**src/rtl/arith_pkg.sv**
```systemverilog
// Shared arithmetic-datapath definitions: default operand/slice widths and
// the start/busy/done sequencer states used by the multi-cycle adder and
// subtractor.
package arith_pkg;

  localparam int unsigned ARITH_N = 32;
  localparam int unsigned ARITH_W = 8;

  typedef enum logic [1:0] {
    IDLE = 2'd0,
    RUN  = 2'd1,
    DONE = 2'd2
  } state_t;

endpackage

```
**src/rtl/sub32_seq_fs_slice.sv**
```systemverilog
// W-bit combinational full subtractor: {bo, diff} = x - y - bi.
module fs_slice #(
  parameter int unsigned W = 8
) (
  input  logic [W-1:0] x,
  input  logic [W-1:0] y,
  input  logic         bi,
  output logic [W-1:0] diff,
  output logic         bo
);

  logic [W:0] full;

  // One extra bit catches the borrow as the sign of the widened difference.
  always_comb begin
    full = {1'b0, x} - {1'b0, y} - {{W{1'b0}}, bi};
  end

  assign diff = full[W-1:0];
  assign bo   = full[W];

endmodule

```
**src/rtl/sub32_seq.sv**
```systemverilog
// Multi-cycle N-bit subtractor: d = a - b - bin, one W-bit slice per clock,
// LSB slice first, borrow carried between slices in a register.
module sub32_seq
  import arith_pkg::*;
#(
  parameter int unsigned N = ARITH_N,
  parameter int unsigned W = ARITH_W
) (
  input  logic         clk,
  input  logic         rst,
  input  logic         start,
  input  logic [N-1:0] a,
  input  logic [N-1:0] b,
  input  logic         bin,
  output logic         busy,
  output logic         done,
  output logic [N-1:0] d,
  output logic         bout
);

  localparam int unsigned K  = N / W;
  localparam int unsigned CW = (K > 1) ? $clog2(K) : 1;
  localparam logic [CW-1:0] LAST = CW'(K - 1);

  state_t        state;
  logic [CW-1:0] cnt;
  logic [N-1:0]  a_q;
  logic [N-1:0]  b_q;
  logic [N-1:0]  d_q;
  logic          borrow;
  logic          bout_q;

  logic [W-1:0]  x_slice;
  logic [W-1:0]  y_slice;
  logic [W-1:0]  diff_slice;
  logic          bo_slice;
  logic [N-1:0]  d_next;

  // Select the current operand slice and merge its difference into the result.
  always_comb begin
    x_slice = a_q[cnt*W +: W];
    y_slice = b_q[cnt*W +: W];
    d_next  = d_q;
    d_next[cnt*W +: W] = diff_slice;
  end

  fs_slice #(.W(W)) u_slice (
    .x    (x_slice),
    .y    (y_slice),
    .bi   (borrow),
    .diff (diff_slice),
    .bo   (bo_slice)
  );

  // Sequencer: accept in IDLE/DONE, walk slices in RUN, pulse DONE for one cycle.
  always_ff @(posedge clk) begin
    if (rst) begin
      state  <= IDLE;
      cnt    <= '0;
      a_q    <= '0;
      b_q    <= '0;
      d_q    <= '0;
      borrow <= 1'b0;
      bout_q <= 1'b0;
    end else begin
      case (state)
        IDLE, DONE: begin
          if (start) begin
            a_q    <= a;
            b_q    <= b;
            borrow <= bin;
            cnt    <= '0;
            d_q    <= '0;
            state  <= RUN;
          end else begin
            state  <= IDLE;
          end
        end
        RUN: begin
          d_q    <= d_next;
          borrow <= bo_slice;
          cnt    <= cnt + 1'b1;
          if (cnt == LAST) begin
            bout_q <= bo_slice;
            state  <= DONE;
          end
        end
        default: state <= IDLE;
      endcase
    end
  end

  assign busy = (state == RUN);
  assign done = (state == DONE);
  assign d    = d_q;
  assign bout = bout_q;

endmodule

```
**config.mk**
```make
export PLATFORM = sky130hd
export DESIGN_NAME = sub32_seq
export DESIGN_NICKNAME = d
export VERILOG_FILES = /design/src/rtl/arith_pkg.sv /design/src/rtl/sub32_seq_fs_slice.sv /design/src/rtl/sub32_seq.sv
export SDC_FILE = /design/constraint.sdc
export NUM_CORES = 1
export LEC_CHECK = 0
export ABC_AREA = 1
export CAP_MARGIN = 20
export CORE_MARGIN = 4
export CORE_UTILIZATION = 51
export DETAILED_ROUTE_END_ITERATION = 7
export PLACE_DENSITY = 0.81
export SETUP_SLACK_MARGIN = 0.1
export SLEW_MARGIN = 15
export SYNTH_ARGS = -nofsm -noshare
export SYNTH_HDL_FRONTEND = slang
export SYNTH_SLANG_ARGS = --single-unit
```
**constraint.sdc**
```tcl
create_clock -name clk -period 3.9 [get_ports clk]
set_input_delay 0.78 -clock clk [delete_from_list [all_inputs] [get_ports clk]]
set_output_delay 0.78 -clock clk [all_outputs]
set_load 0.03 [all_outputs]
```
* After elaboration in Yosys (flattened, before gate mapping)
Index checks and enable logic that the tools add are counted.
** Word-level totals
- Register bits after elaboration :: 102
- Output and inout port bits :: 35
** Cells by class
- Muxes and demuxes :: 10
- $add $sub $neg :: 4
- Shift-type cells :: 4
- Equality and inequality tests :: 5
- Reduce and logical (&&, ||, !) cells :: 6
** Operators by type and width (count)
- $pmux W32 S2 :: 1
- $shiftx A32 B6 Y8 :: 2
- $neg A5 Y34 :: 1
- $shift A8 B34 Y32 const A :: 1
- $shiftx A8 B34 Y32 :: 1
- $bwmux W32 :: 1
- $mux W32 :: 1
- $sub A8 B8 Y9 :: 1
- $sub A9 B1 Y9 :: 1
- $pmux W2 S2 :: 2
- $reduce_and A2 Y1 :: 3
- $eq A2 B2 Y1 const B :: 2
- $mux W2 :: 2
- $add A2 B1 Y2 const B :: 1
- $eq A2 B1 Y1 const B :: 1
- $logic_not A2 Y1 :: 1
- $mux W1 :: 2
- $ne A2 B1 Y1 const B :: 1
- $ne A2 B2 Y1 const B :: 1
- $pmux W1 S2 :: 1
- $reduce_bool A2 Y1 :: 1
- $reduce_or A2 Y1 :: 1

* Longest topological paths before layout
Gate-level depths: netlist of the first run.
- Depth after elaboration :: 6
- Mapped depth :: 19

* Hierarchy
Synthesis of the first run repeated with hierarchy kept, for this count alone.
** Unflattened totals
- Cell total of the unflattened synthesis :: 713
- Area, all modules :: 5048.6 sq um
** By module, submodules not included
- sub32_seq :: instances 1, sequential area each 2042.0 sq um, cells each 613, area an instance 4471.8 sq um
- fs_slice :: instances 1, sequential area each 0.0 sq um, cells each 100, area an instance 576.8 sq um

* Least setup slack after synthesis of the first run
No wires, ideal clock.
- Path kind :: register -> register
- Start :: register cnt[0]
- End :: register d_q[28], in the netlist d[28]
- Path buffers :: 2
- Arrival time :: 2774 ps
- Stages on the path, launching flop included :: 14
- Setup slack :: 1055 ps
- Period minus slack after synthesis :: 2845 ps
- Setup time :: 71 ps
- Cell sequence :: dfxtp_1 inv_2 buf_2 clkbuf_1 nand2_1 a32o_1 fa_1 fa_1 o21ai_0 nand2_1 xnor2_1 nor3_1 nand2_1 a21oi_1
** Between the ends
- Longest elaborated chain between the ends :: 6
** RTL lines
- start: declaration :: line sub32_seq.sv:26 : logic [CW-1:0] cnt;
- start signal: assignment :: line sub32_seq.sv:82 : cnt <= cnt + 1'b1;
- $shiftx A32 B6 Y8 (on tied branches) :: line sub32_seq.sv:41, sub32_seq.sv:42
- $sub A8 B8 Y9 :: line sub32_seq_fs_slice.sv:16 : full = {1'b0, x} - {1'b0, y} - {{W{1'b0}}, bi};
- $sub A9 B1 Y9 :: line sub32_seq_fs_slice.sv:16
- $shiftx A8 B34 Y32 :: line sub32_seq.sv:44 : d_next[cnt*W +: W] = diff_slice;
- $bwmux W32 * :: line sub32_seq.sv:44
- $pmux W32 S2 * :: line sub32_seq.sv:66 : case (state)
- end signal: assignment :: line sub32_seq.sv:80 : d_q <= d_next;
- end: declaration :: line sub32_seq.sv:29 : logic [N-1:0] d_q;
Every way passes the cells marked *; elsewhere a longest branch is shown, timed or not.
A chain may end at the register's enable or synchronous reset.

* Worst setup path after layout of the first run
- Start :: register cnt[1]
- End :: register d_q[28], in the netlist d[28]
Same word-level chain as after synthesis.

==> results.cfg, run 1 <==
[setup_path]
path_max_fanout = 27
cp.arrival_ps = 3410
end_kind = register
slowest_stage = dfxtp_1
start_kind = register
crit_type = register to register
max_stage_delay_ps = 580
rrSetupSlack_ps = 800
crit_chain = inv_2, a32o_1, fa_1, fa_1, o21ai_0, nand2_1, xnor2_1, nor3_1, nand2_1, a21oi_1
required_ps = 4210

[global_route]
grt_pass1_vias = 4109
grt_start_max_net_pins = 71
track_usage_pct = 23.3
grt_first_pass_wirelength_um = 19500
overflow = 0
grt_antenna_before_repair = 0

[logic_synthesis]
seq_area_frac_synth_pct = 44.0
ys_ff_latch = 102
yosysTopAreaCell = dfxtp_1
synth.avg_cell_area_um2 = 7.21
synth_area_leaders = dfxtp_1, nor2_1, nand2_1, o21ai_0, a21oi_1
yosys.area.top_type_share_pct = 44.0
synth_cells = 644
ys.flop_type = dfxtp_1
synth-simple-area-share_pct = 25.4
synth_top_family_by_area = simple AND/OR/NAND/NOR gates
syn_area_um2 = 4640
yosys_warnings = 0
synth_cell_types = 31
yosysMostFrequentCell = nor2_1
synthesis.nets = 730
synth_compound_area_share_pct = 18.1
synthAdderAreaFrac_pct = 5.17
synth_xor_area_share_pct = 1.10
synth-async-reset-ratio_pct = 0
synth_edf_count = 0
synthMuxAreaShare_pct = 0
synth_commonest_cells = nor2_1, nand2_1, dfxtp_1

[power]
clock_power_share_pct = 25.8
max-vdd-ir-drop_mv = 0.183
p_leak_nw = 2.34
netSwitchingFraction_pct = 33.5
power_frac_comb_pct = 28.1
power.internal_mw = 1.67
power.switching_uw = 841
seqPwrFrac_pct = 46.0
power_mw = 2.51
cellPowerDensity_nw_per_um2 = 426

[floorplan]
core_um2 = 8810
die_h_um = 103
rows = 34
die_area_um2 = 10700
die-width_um = 103
io_pins = 103
floorplan.initialDensity_pct = 52.7

[detailed_routing]
wl_per_cell_um = 14.4
antenna_violating_nets_post_route = 0
viasPerCell = 5.26
dr.pass1.iters = 5
vias = 4412
drtIter0Drc = 216
wl_um = 12100
route.detailed.drc = 0

[sta]
finClkSkew_ps = 10.3
setup_tns_ps = 0
max_clock_freq_mhz = 323
period_share_pct = 79.5
period_minus_slack_ps = 3100
max-slew-margin-rel_pct = 53.1
holdWs_ps = 471
hold_violations = 0
tightest_slew_ps = 704
finalMaxSlewViolations = 0
rsz0062_at_grt = no
setup_viol = 0

[cells_and_area]
register_area_um2 = 2040
nets = 812
instances_no_fill = 839
drive_gt1_share_pct = 5.47
area_growth_syn_to_layout_pct = 26.7
diodes = 0
fillers = 767
final_util_pct = 66.8
multi_input_area_um2 = 2310

[clocking]
clk-insertion-delay-late_ps = 370
h-tree-depth = 3
ctsResizeCount = 0
cts_setup_buffers = 0
cts-root-buf = clkbuf_8
cts-buffers-inserted = 9
cts_tree = built
cts.reportedPaths.clkPinSlew_ps = 100
ctsHoldBuffers = 0
clock-sinks = 102
cts_buffer_depth = 2

[placement]
dp_cells = 823
io_buffers = 102
gp_congestion = 0.848
dpl.hpwl_um = 9150

[job]
cap_violations = 0

[status]
status = complete, no violations

[worst_hold_path]
hold_path.class = register to register
## cells in the final DEF (no fill, tap or decap)
cell / n
xor2_1: 2
nor2_2: 6
o211ai_1: 1
ha_1: 16
inv_1: 35
nor2_4: 2
nor3_4: 1
fa_1: 2
nand4_1: 4
a31oi_1: 1
nand3b_1: 1
inv_6: 3
nor3_1: 2
nand3_1: 18
a21oi_1: 49
nor2_1: 145
nand2_2: 2
o22ai_1: 7
inv_2: 5
a32o_1: 8
nand2b_1: 1
clkinv_2: 1
a22oi_1: 2
xnor2_1: 2
nand2_1: 108
xor2_2: 1
o21ai_0: 80
clkbuf_8: 11
a21oi_2: 2
dfxtp_1: 102
buf_4: 5
clkdlybuf4s50_1: 102
clkinv_4: 1
a21o_1: 3
## per-layer routing
layer | track usage [%] | share of wire [%] | vias up
li1 | - | - | 2261
met1 | 30.7 | 46 | 2010
met2 | 38.2 | 46 | 124
met3 | 4.49 | 5.8 | 17
met4 | 7.87 | 1.9 | 0
met5 | 0 | 0 | -
## cell families (layout without fill, tap and decap cells)
| logic type | count (synthesis) | after routing |
|---|---|---|
| and+or+nand+nor | 290 | 290 |
| buffers and inverters | 76 | 163 |
| AOI/OAI and AO/OA | 153 | 153 |
| adders and majority gates | 18 | 18 |
| DFF | 102 | 102 |
| xor gates and xnor gates | 5 | 5 |
## area by class of cell
type / count / area share [%]
flip-flops and latches: 102 / 34.7
multi-input cells: 466 / 39.2
repair buffers: 107 / 18.0
clock buffers: 11 / 2.57
inverters: 40 / 2.55
clock inverters: 5 / 0.680
well taps: 108 / 2.30
## registers in the layout, summed over array words and instances, names as in the netlist
signal / cells
a_q: 32
b_q: 32
borrow: 1
bout: 1
cnt: 2
d: 32
state: 2
## worst max-delay path: cells and delay by family, from the launching register on
family	cells	cell delay [ps]
DFF	1	580
adders and majority gates	2	920
xor gates and xnor gates	1	150
AOI/OAI and AO/OA	3	690
and+or+nand+nor	3	400
buffers and inverters	1	290
## power by group through the flow
stage | logic (mW) | clock network [mW] | registers [mW]
4_1_cts | 0.707 | 0.658 | 1.15
3_3_place_gp | 0.693 | 0 | 1.18
2_1_floorplan | 0.473 | 0 | 1.18
6_report | 0.706 | 0.647 | 1.15
5_1_grt | 0.797 | 0.698 | 1.16
3_5_place_dp | 0.704 | 0 | 1.18
## stage by stage
step / cell area, µm² / setup slack (ps)
4_1_cts: 5880 / 814
3_5_place_dp: 5690 / 841
2_1_floorplan: 4640 / 1060
6_report: 5880 / 800
3_3_place_gp: 5690 / 948
5_1_grt: 5880 / 540
## path summary, 6_finish.rpt
check                                         start                 end  cells after the start
worst max-delay path            cnt[1]$_SDFFE_PP0P_  d[28]$_SDFFE_PP0P_                     10
worst min-delay path             d[16]$_SDFFE_PP0P_  d[16]$_SDFFE_PP0P_                      2
worst max register to register  cnt[1]$_SDFFE_PP0P_  d[28]$_SDFFE_PP0P_                     10
worst min register to register   d[16]$_SDFFE_PP0P_  d[16]$_SDFFE_PP0P_                      2
Power figures use the tool's default switching activity.
==> run 2: changes to the inputs <==
Clock period 3.9 ns to 3.2 ns, I/O delays scaled along.
==> results.cfg, run 2 (same netlist as run 1, synthesis figures left out) <==
[status]
status = complete, no violations

[sta]
max-slew-margin-rel_pct = 58.1
setup_viol = 0
rsz0062_at_grt = no
setup_tns_ps = 0
period_minus_slack_ps = 2880
finalMaxSlewViolations = 0
hold_violations = 0
period_share_pct = 90.1
tightest_slew_ps = 629
worst_slack_ps = 317
max_clock_freq_mhz = 347
finClkSkew_ps = 12.4

[detailed_routing]
dr.pass1.iters = 5
vias = 4559
wl_um = 12300
drtIter0Drc = 273
route.detailed.drc = 0
antenna_violating_nets_post_route = 0
wl_per_cell_um = 14.6
viasPerCell = 5.41

[clocking]
cts.reportedPaths.clkPinSlew_ps = 90
cts_buffer_depth = 2
clock-sinks = 102
cts-root-buf = clkbuf_8
h-tree-depth = 3
cts_setup_buffers = 0
ctsResizeCount = 0
ctsHoldBuffers = 0
clk-insertion-delay-late_ps = 360
cts-buffers-inserted = 9
cts_tree = built

[setup_path]
crit_family = adder cells
crit_buf_inv = 1
r2r_start = cnt[0]$_SDFFE_PP0P_
max_stage_delay_ps = 480
crit_chain = inv_6, o21ai_0, o22ai_1, fa_1, fa_1, o21ai_0, nand2_1, xnor2_1, nor3_1, nand2_1, a21oi_1
crit_type = register to register
worstSetupPathDepth = 11
reg2reg_depth = 11
reg2reg_to = d[28]$_SDFFE_PP0P_
start_kind = register
slowest_stage = fa_1
end_kind = register
required_ps = 3490
path_max_fanout = 35
rrSetupSlack_ps = 320
cp.arrival_ps = 3170

[power]
max-vdd-ir-drop_mv = 0.325
seqPwrFrac_pct = 45.3
power.internal_mw = 2.09
clock_power_share_pct = 26.1
p_leak_nw = 2.37
power_frac_comb_pct = 28.5
cellPowerDensity_nw_per_um2 = 521
netSwitchingFraction_pct = 32.5
power.switching_mw = 1.01

[worst_hold_path]
hold_path_end = d[8]$_SDFFE_PP0P_
whs_path_depth = 2
hp-start = d[8]$_SDFFE_PP0P_
hold_path.class = register to register

[global_route]
track_usage_pct = 23.5
overflow = 0
grt_first_pass_wirelength_um = 19900
grt_antenna_before_repair = 0
grt_pass1_vias = 4275
grt_start_max_net_pins = 66

[cells_and_area]
nets = 816
diodes = 0
register_area_um2 = 2040
area_growth_syn_to_layout_pct = 28.3
drive_gt1_share_pct = 5.86
layout_commonest_cell = nor2_1
final_cell_mix = nor2_1, nand2_1, clkdlybuf4s50_1
fillers = 772
multi_input_area_um2 = 2310

[floorplan]
die_area_um2 = 10700
die_h_um = 103
io_pins = 103
die-width_um = 103
core_um2 = 8810
floorplan.initialDensity_pct = 52.7
rows = 34

[placement]
dpl.hpwl_um = 9070
dpl_worst_slack_ps = 247
io_buffers = 102
gp_congestion = 0.891

[job]
cap_violations = 0
==> run 2: worst max-delay path by stage <==
stage                         end  slack, ps                 from
2_1_floorplan  d[28]$_SDFFE_PP0P_        350  cnt[0]$_SDFFE_PP0P_
3_3_place_gp   d[12]$_SDFFE_PP0P_        320  cnt[0]$_SDFFE_PP0P_
3_5_place_dp   d[28]$_SDFFE_PP0P_        250  cnt[0]$_SDFFE_PP0P_
4_1_cts        d[28]$_SDFFE_PP0P_        170  cnt[0]$_SDFFE_PP0P_
5_1_grt        d[28]$_SDFFE_PP0P_        130  cnt[0]$_SDFFE_PP0P_
6_report       d[28]$_SDFFE_PP0P_        320  cnt[0]$_SDFFE_PP0P_
==> run 2: layout make-up <==
class / count / share of cell area, %
multi-input combinational: 466 / 38.7
sequential: 102 / 34.3
timing repair buffer: 111 / 18.8
inverter: 40 / 2.60
clock buffer: 11 / 2.37
tap: 108 / 2.27
clock inverter: 4 / 0.945
==> run 2: power by group through the flow <==
stage | Clock, mW | Combinational (mW) | Sequential, mW
after global placement | 0 | 0.848 | 1.43
final | 0.811 | 0.884 | 1.41
after global routing | 0.872 | 0.994 | 1.42
after CTS | 0.822 | 0.872 | 1.40
after detailed placement | 0 | 0.866 | 1.43
after floorplan | 0 | 0.577 | 1.44
==> run 2: metrics by stage <==
stage | util [%] | area [µm²] | power (mW) | cells | hold slack [ps]
3_5_place_dp | 65.0 | 5730 | 2.30 | 826 | 459
4_1_cts | 67.3 | 5930 | 3.10 | 841 | 472
2_1_floorplan | - | 4640 | 2.02 | 644 | 444
6_report | 67.6 | 5960 | 3.10 | 842 | 470
5_1_grt | 67.6 | 5960 | 3.28 | 842 | 492
3_3_place_gp | 65.0 | 5730 | 2.28 | 826 | 450
==> run 2: layer usage <==
layer  GRT usage, %  wire (µm)  up-vias
met5              0          0        -
met4           8.07        221        0
met1           30.9       5350     2089
li1               -          -     2269
met3           3.42        796       22
met2           39.3       5940      179
==> run 2: worst min-delay path, cell delays in order, from the launching register on <==
cell and delay (ps):
dfxtp_1 320, nand2_1 60, a21oi_1 50
==> run 3: changes to the inputs <==
Settings changed: CTS_CLUSTER_SIZE set to 16, SETUP_SLACK_MARGIN 0.1 to 0.3.
==> results.cfg, run 3 (same netlist as run 1, synthesis figures left out) <==
[detailed_routing]
dr.pass1.iters = 5
wl_um = 12400
wl_per_cell_um = 14.8
drtIter0Drc = 239
antenna_violating_nets_post_route = 0
vias = 4557
route.detailed.drc = 0
viasPerCell = 5.41

[clocking]
clk-insertion-delay-late_ps = 370
cts-root-buf = clkbuf_8
clock-sinks = 102
cts.reportedPaths.clkPinSlew_ps = 90
h-tree-depth = 3
cts_buffer_depth = 2
ctsHoldBuffers = 0
cts_setup_buffers = 0
cts_tree = built
cts-buffers-inserted = 9

[power]
cellPowerDensity_nw_per_um2 = 523
max-vdd-ir-drop_mv = 0.326
power_mw = 3.13
p_leak_nw = 2.39

[placement]
io_buffers = 102
dp_cells = 826
dpl.hpwl_um = 9070
gp_congestion = 0.891

[setup_path]
crit_type = register to register
required_ps = 3500
reg2reg_to = d[29]$_SDFFE_PP0P_
rrSetupSlack_ps = 490
start_kind = register
cp.arrival_ps = 3010
end_kind = register
reg2reg_depth = 15
path_max_fanout = 22
r2r_start = cnt[0]$_SDFFE_PP0P_

[sta]
hold_violations = 0
finClkSkew_ps = 12.0
setup_tns_ps = 0
period_share_pct = 84.7
max-slew-margin-rel_pct = 57.4
tightest_slew_ps = 639
rsz0062_at_grt = no
max_clock_freq_mhz = 369
period_minus_slack_ps = 2710
setup_viol = 0
finalMaxSlewViolations = 0

[cells_and_area]
diodes = 0
final_cell_mix = nor2_1, nand2_1, clkdlybuf4s50_1
instances_no_fill = 842
area_growth_syn_to_layout_pct = 29.0
drive_gt1_share_pct = 6.40
final_util_pct = 68.0
layout_commonest_cell = nor2_1
nets = 816

[worst_hold_path]
hold_path_end = d[8]$_SDFFE_PP0P_
hp-start = d[8]$_SDFFE_PP0P_
whs_path_depth = 2
hold_path.class = register to register

[job]
cap_violations = 0

[status]
status = complete, no violations

[global_route]
grt_start_max_net_pins = 66
overflow = 0
track_usage_pct = 24.0
grt_first_pass_wirelength_um = 20200
grt_antenna_before_repair = 0
grt_pass1_vias = 4326

[floorplan]
floorplan.initialDensity_pct = 52.7
die_h_um = 103
die_area_um2 = 10700
io_pins = 103
die-width_um = 103
rows = 34
core_um2 = 8810
## run 3: repair_timing
item | CTS | global route
cloned | 1 | 0
pin swaps | 0 | 0
endpoints found under the setup margin | 9 | 13
gates resized for setup | 2 | 9
## run 3: metrics by stage
step	hold WS (ps)	cell area [µm²]	worst slack, ps
after floorplan	444	4640	355
after global placement	450	5730	322
after detailed placement	459	5730	247
after CTS	472	5960	343
after global routing	492	5990	308
final	470	5990	489
## run 3: area by class of cell
class                      count  area (µm²)
sequential                   102        2050
multi-input combinational    466        2320
inverter                      40         160
clock buffer                  11         141
tap                          108         135
clock inverter                 4        56.3
timing repair buffer         111        1130
fill                         770        2820
## run 3: power by group
part           total, mW  internal, mW  switching (mW)
registers           1.41          1.35          0.0522
logic              0.908         0.368           0.540
clock network      0.818         0.385           0.433
## run 3: per-layer routing
| layer | part of all wire [%] | vias up | global-route usage, % |
|---|---|---|---|
| li1 | - | 2270 | - |
| met1 | 43 | 2086 | 31.6 |
| met2 | 48 | 173 | 39.9 |
| met3 | 6.8 | 28 | 4.56 |
| met4 | 2.1 | 0 | 7.17 |
| met5 | 0 | - | 0 |
## run 3: worst max-delay path by stage
stage / cells after the start / from / to / slack [ps]
final: 15 / cnt[0]$_SDFFE_PP0P_ / d[29]$_SDFFE_PP0P_ / 490
after CTS: 11 / cnt[0]$_SDFFE_PP0P_ / d[28]$_SDFFE_PP0P_ / 340
after floorplan: 13 / cnt[0]$_SDFFE_PP0P_ / d[28]$_SDFFE_PP0P_ / 350
after global placement: 11 / cnt[0]$_SDFFE_PP0P_ / d[12]$_SDFFE_PP0P_ / 320
after detailed placement: 11 / cnt[0]$_SDFFE_PP0P_ / d[28]$_SDFFE_PP0P_ / 250
after global routing: 14 / cnt[0]$_SDFFE_PP0P_ / d[13]$_SDFFE_PP0P_ / 310
## run 3: worst max-delay path: stages (launching register included)
cell and delay, ps:
dfxtp_4 410, buf_12 170, a21oi_1 110, a32o_1 220, ha_1 270, inv_1 40, ha_1 380, nand2_1 100
nor2_1 140, nand3_1 110, nand2_2 100, xor2_2 200, nand2_1 100, nor2_2 110, nand2_1 70, a21oi_2 110
==> edit: new RTL, config.mk and constraints of run 2 <==
Add an input register stage for `start`, `a`, `b` and `bin`, cleared by the reset; this delays them by one clock. Comments in the files are not updated.
--- a/src/rtl/sub32_seq.sv
+++ b/src/rtl/sub32_seq.sv
@@ -23,2 +23,21 @@
   localparam logic [CW-1:0] LAST = CW'(K - 1);
+
+  logic start_q;
+  logic [N-1:0] a_r;
+  logic [N-1:0] b_r;
+  logic bin_q;
+
+  always_ff @(posedge clk) begin
+    if (rst) begin
+      start_q <= '0;
+      a_r     <= '0;
+      b_r     <= '0;
+      bin_q   <= '0;
+    end else begin
+      start_q <= start;
+      a_r     <= a;
+      b_r     <= b;
+      bin_q   <= bin;
+    end
+  end
 
@@ -67,6 +86,6 @@
         IDLE, DONE: begin
-          if (start) begin
-            a_q    <= a;
-            b_q    <= b;
-            borrow <= bin;
+          if (start_q) begin
+            a_q    <= a_r;
+            b_q    <= b_r;
+            borrow <= bin_q;
             cnt    <= '0;
Behaviour: not the same (Yosys sat finds a counterexample within 4 cycles, from zero or initial values and one cycle with rst high).
==> edit against run 2 <==
Via count increased by 22%; critical path depth is the same; total power is 68% higher; synthesized area up 43%; setup slack better by 0.064 ns; critical endpoint is now d[12]; routed wire length grew 20%; sequential cell count grew 66; first-iteration DRC count rose by 64%; design area up 40%.
==> edit: results <==
{
  "synth-xor-area-share": 0.00775,
  "p_leak_nw": 3.58,
  "min_to": "d[2]",
  "hold_class": "reg2reg",
  "path_max_fanout": 7,
  "finClkSkew_ns": 0.00808,
  "min_period_over_period": 0.881,
  "synth_compound_area_frac": 0.129,
  "maxSlewHeadroom": 0.576,
  "hold_ws_ns": 0.465,
  "grt_pass1_vias": 5204,
  "synth_seq_area_share": 0.508,
  "postPlaceCellArea_mm2": 0.00770,
  "switching_share": 0.271,
  "h-tree-depth": 4,
  "ir_drop_mv": 0.376,
  "fin_cells": 1116,
  "cts-root-buf": "clkbuf_16",
  "hp-start": "d[2]",
  "place_congestion": 0.852,
  "clock_latency_ns": 0.43,
  "yosys.cell_types.count": 40,
  "grt_start_max_net_pins": 71,
  "grt_pass1_wl_um": 24800,
  "grt_use_total": 0.211,
  "synth_cells": 847,
  "numCtsBuffers": 17,
  "layout-drive-gt1-share": 0.0805,
  "grt.met2_usage": 0.342,
  "clk_pin_slew_ns": 0.06,
  "crit_path_end": "d[12]",
  "drtIter0Drc": 448,
  "status": "finished, final reports clean",
  "met1_usage": 0.268,
  "synthAdderAreaFrac": 0.0363,
  "gr-usage-met3": 0.0446,
  "vias": 5542,
  "synth_fp_nets": 933,
  "nNetsFinal": 1018,
  "rrSetupSlack_ns": 0.38,
  "pre_cts_ws_ns": 0.357,
  "place_hpwl_um": 10100,
  "synthTopCellsByArea": "dfxtp_1, nor2_1, o21ai_0, inv_1, nand2_1",
  "wirelength_um": 14800,
  "synth_commonest_cells": "nor2_1, dfxtp_1, inv_1, nand2_1, o21ai_0"
}
edit: changes by cell type after synthesis, moves of 7 or more:
cell / run 2 / this run
dfxtp_1: 102 / 168
inv_1: 35 / 100
nor2_1: 145 / 209
nand2_1: 108 / 96
nand2_2: 2 / 9
edit: cell type report:
cell class / instances / area, um2
clock buffer: 18 / 439
sequential: 168 / 3360
multi-input combinational: 530 / 2640
timing repair buffer: 110 / 1090
inverter: 105 / 404
clock inverter: 13 / 168
tap: 172 / 215
fill: 1088 / 4350
edit: power by group through the flow:
stage	combinational (mW)	clock [mW]	sequential (mW)
6_report	0.868	2.09	2.26
2_1_floorplan	0.595	0	2.30
4_1_cts	0.866	2.12	2.26
3_3_place_gp	0.845	0	2.30
3_5_place_dp	0.855	0	2.30
5_1_grt	0.979	2.20	2.27
edit: routing by layer:
metal | wire length (um) | share of wire
met5 | 0 | 0
met1 | 6710 | 0.45
met4 | 370 | 0.025
met3 | 729 | 0.049
met2 | 6980 | 0.47
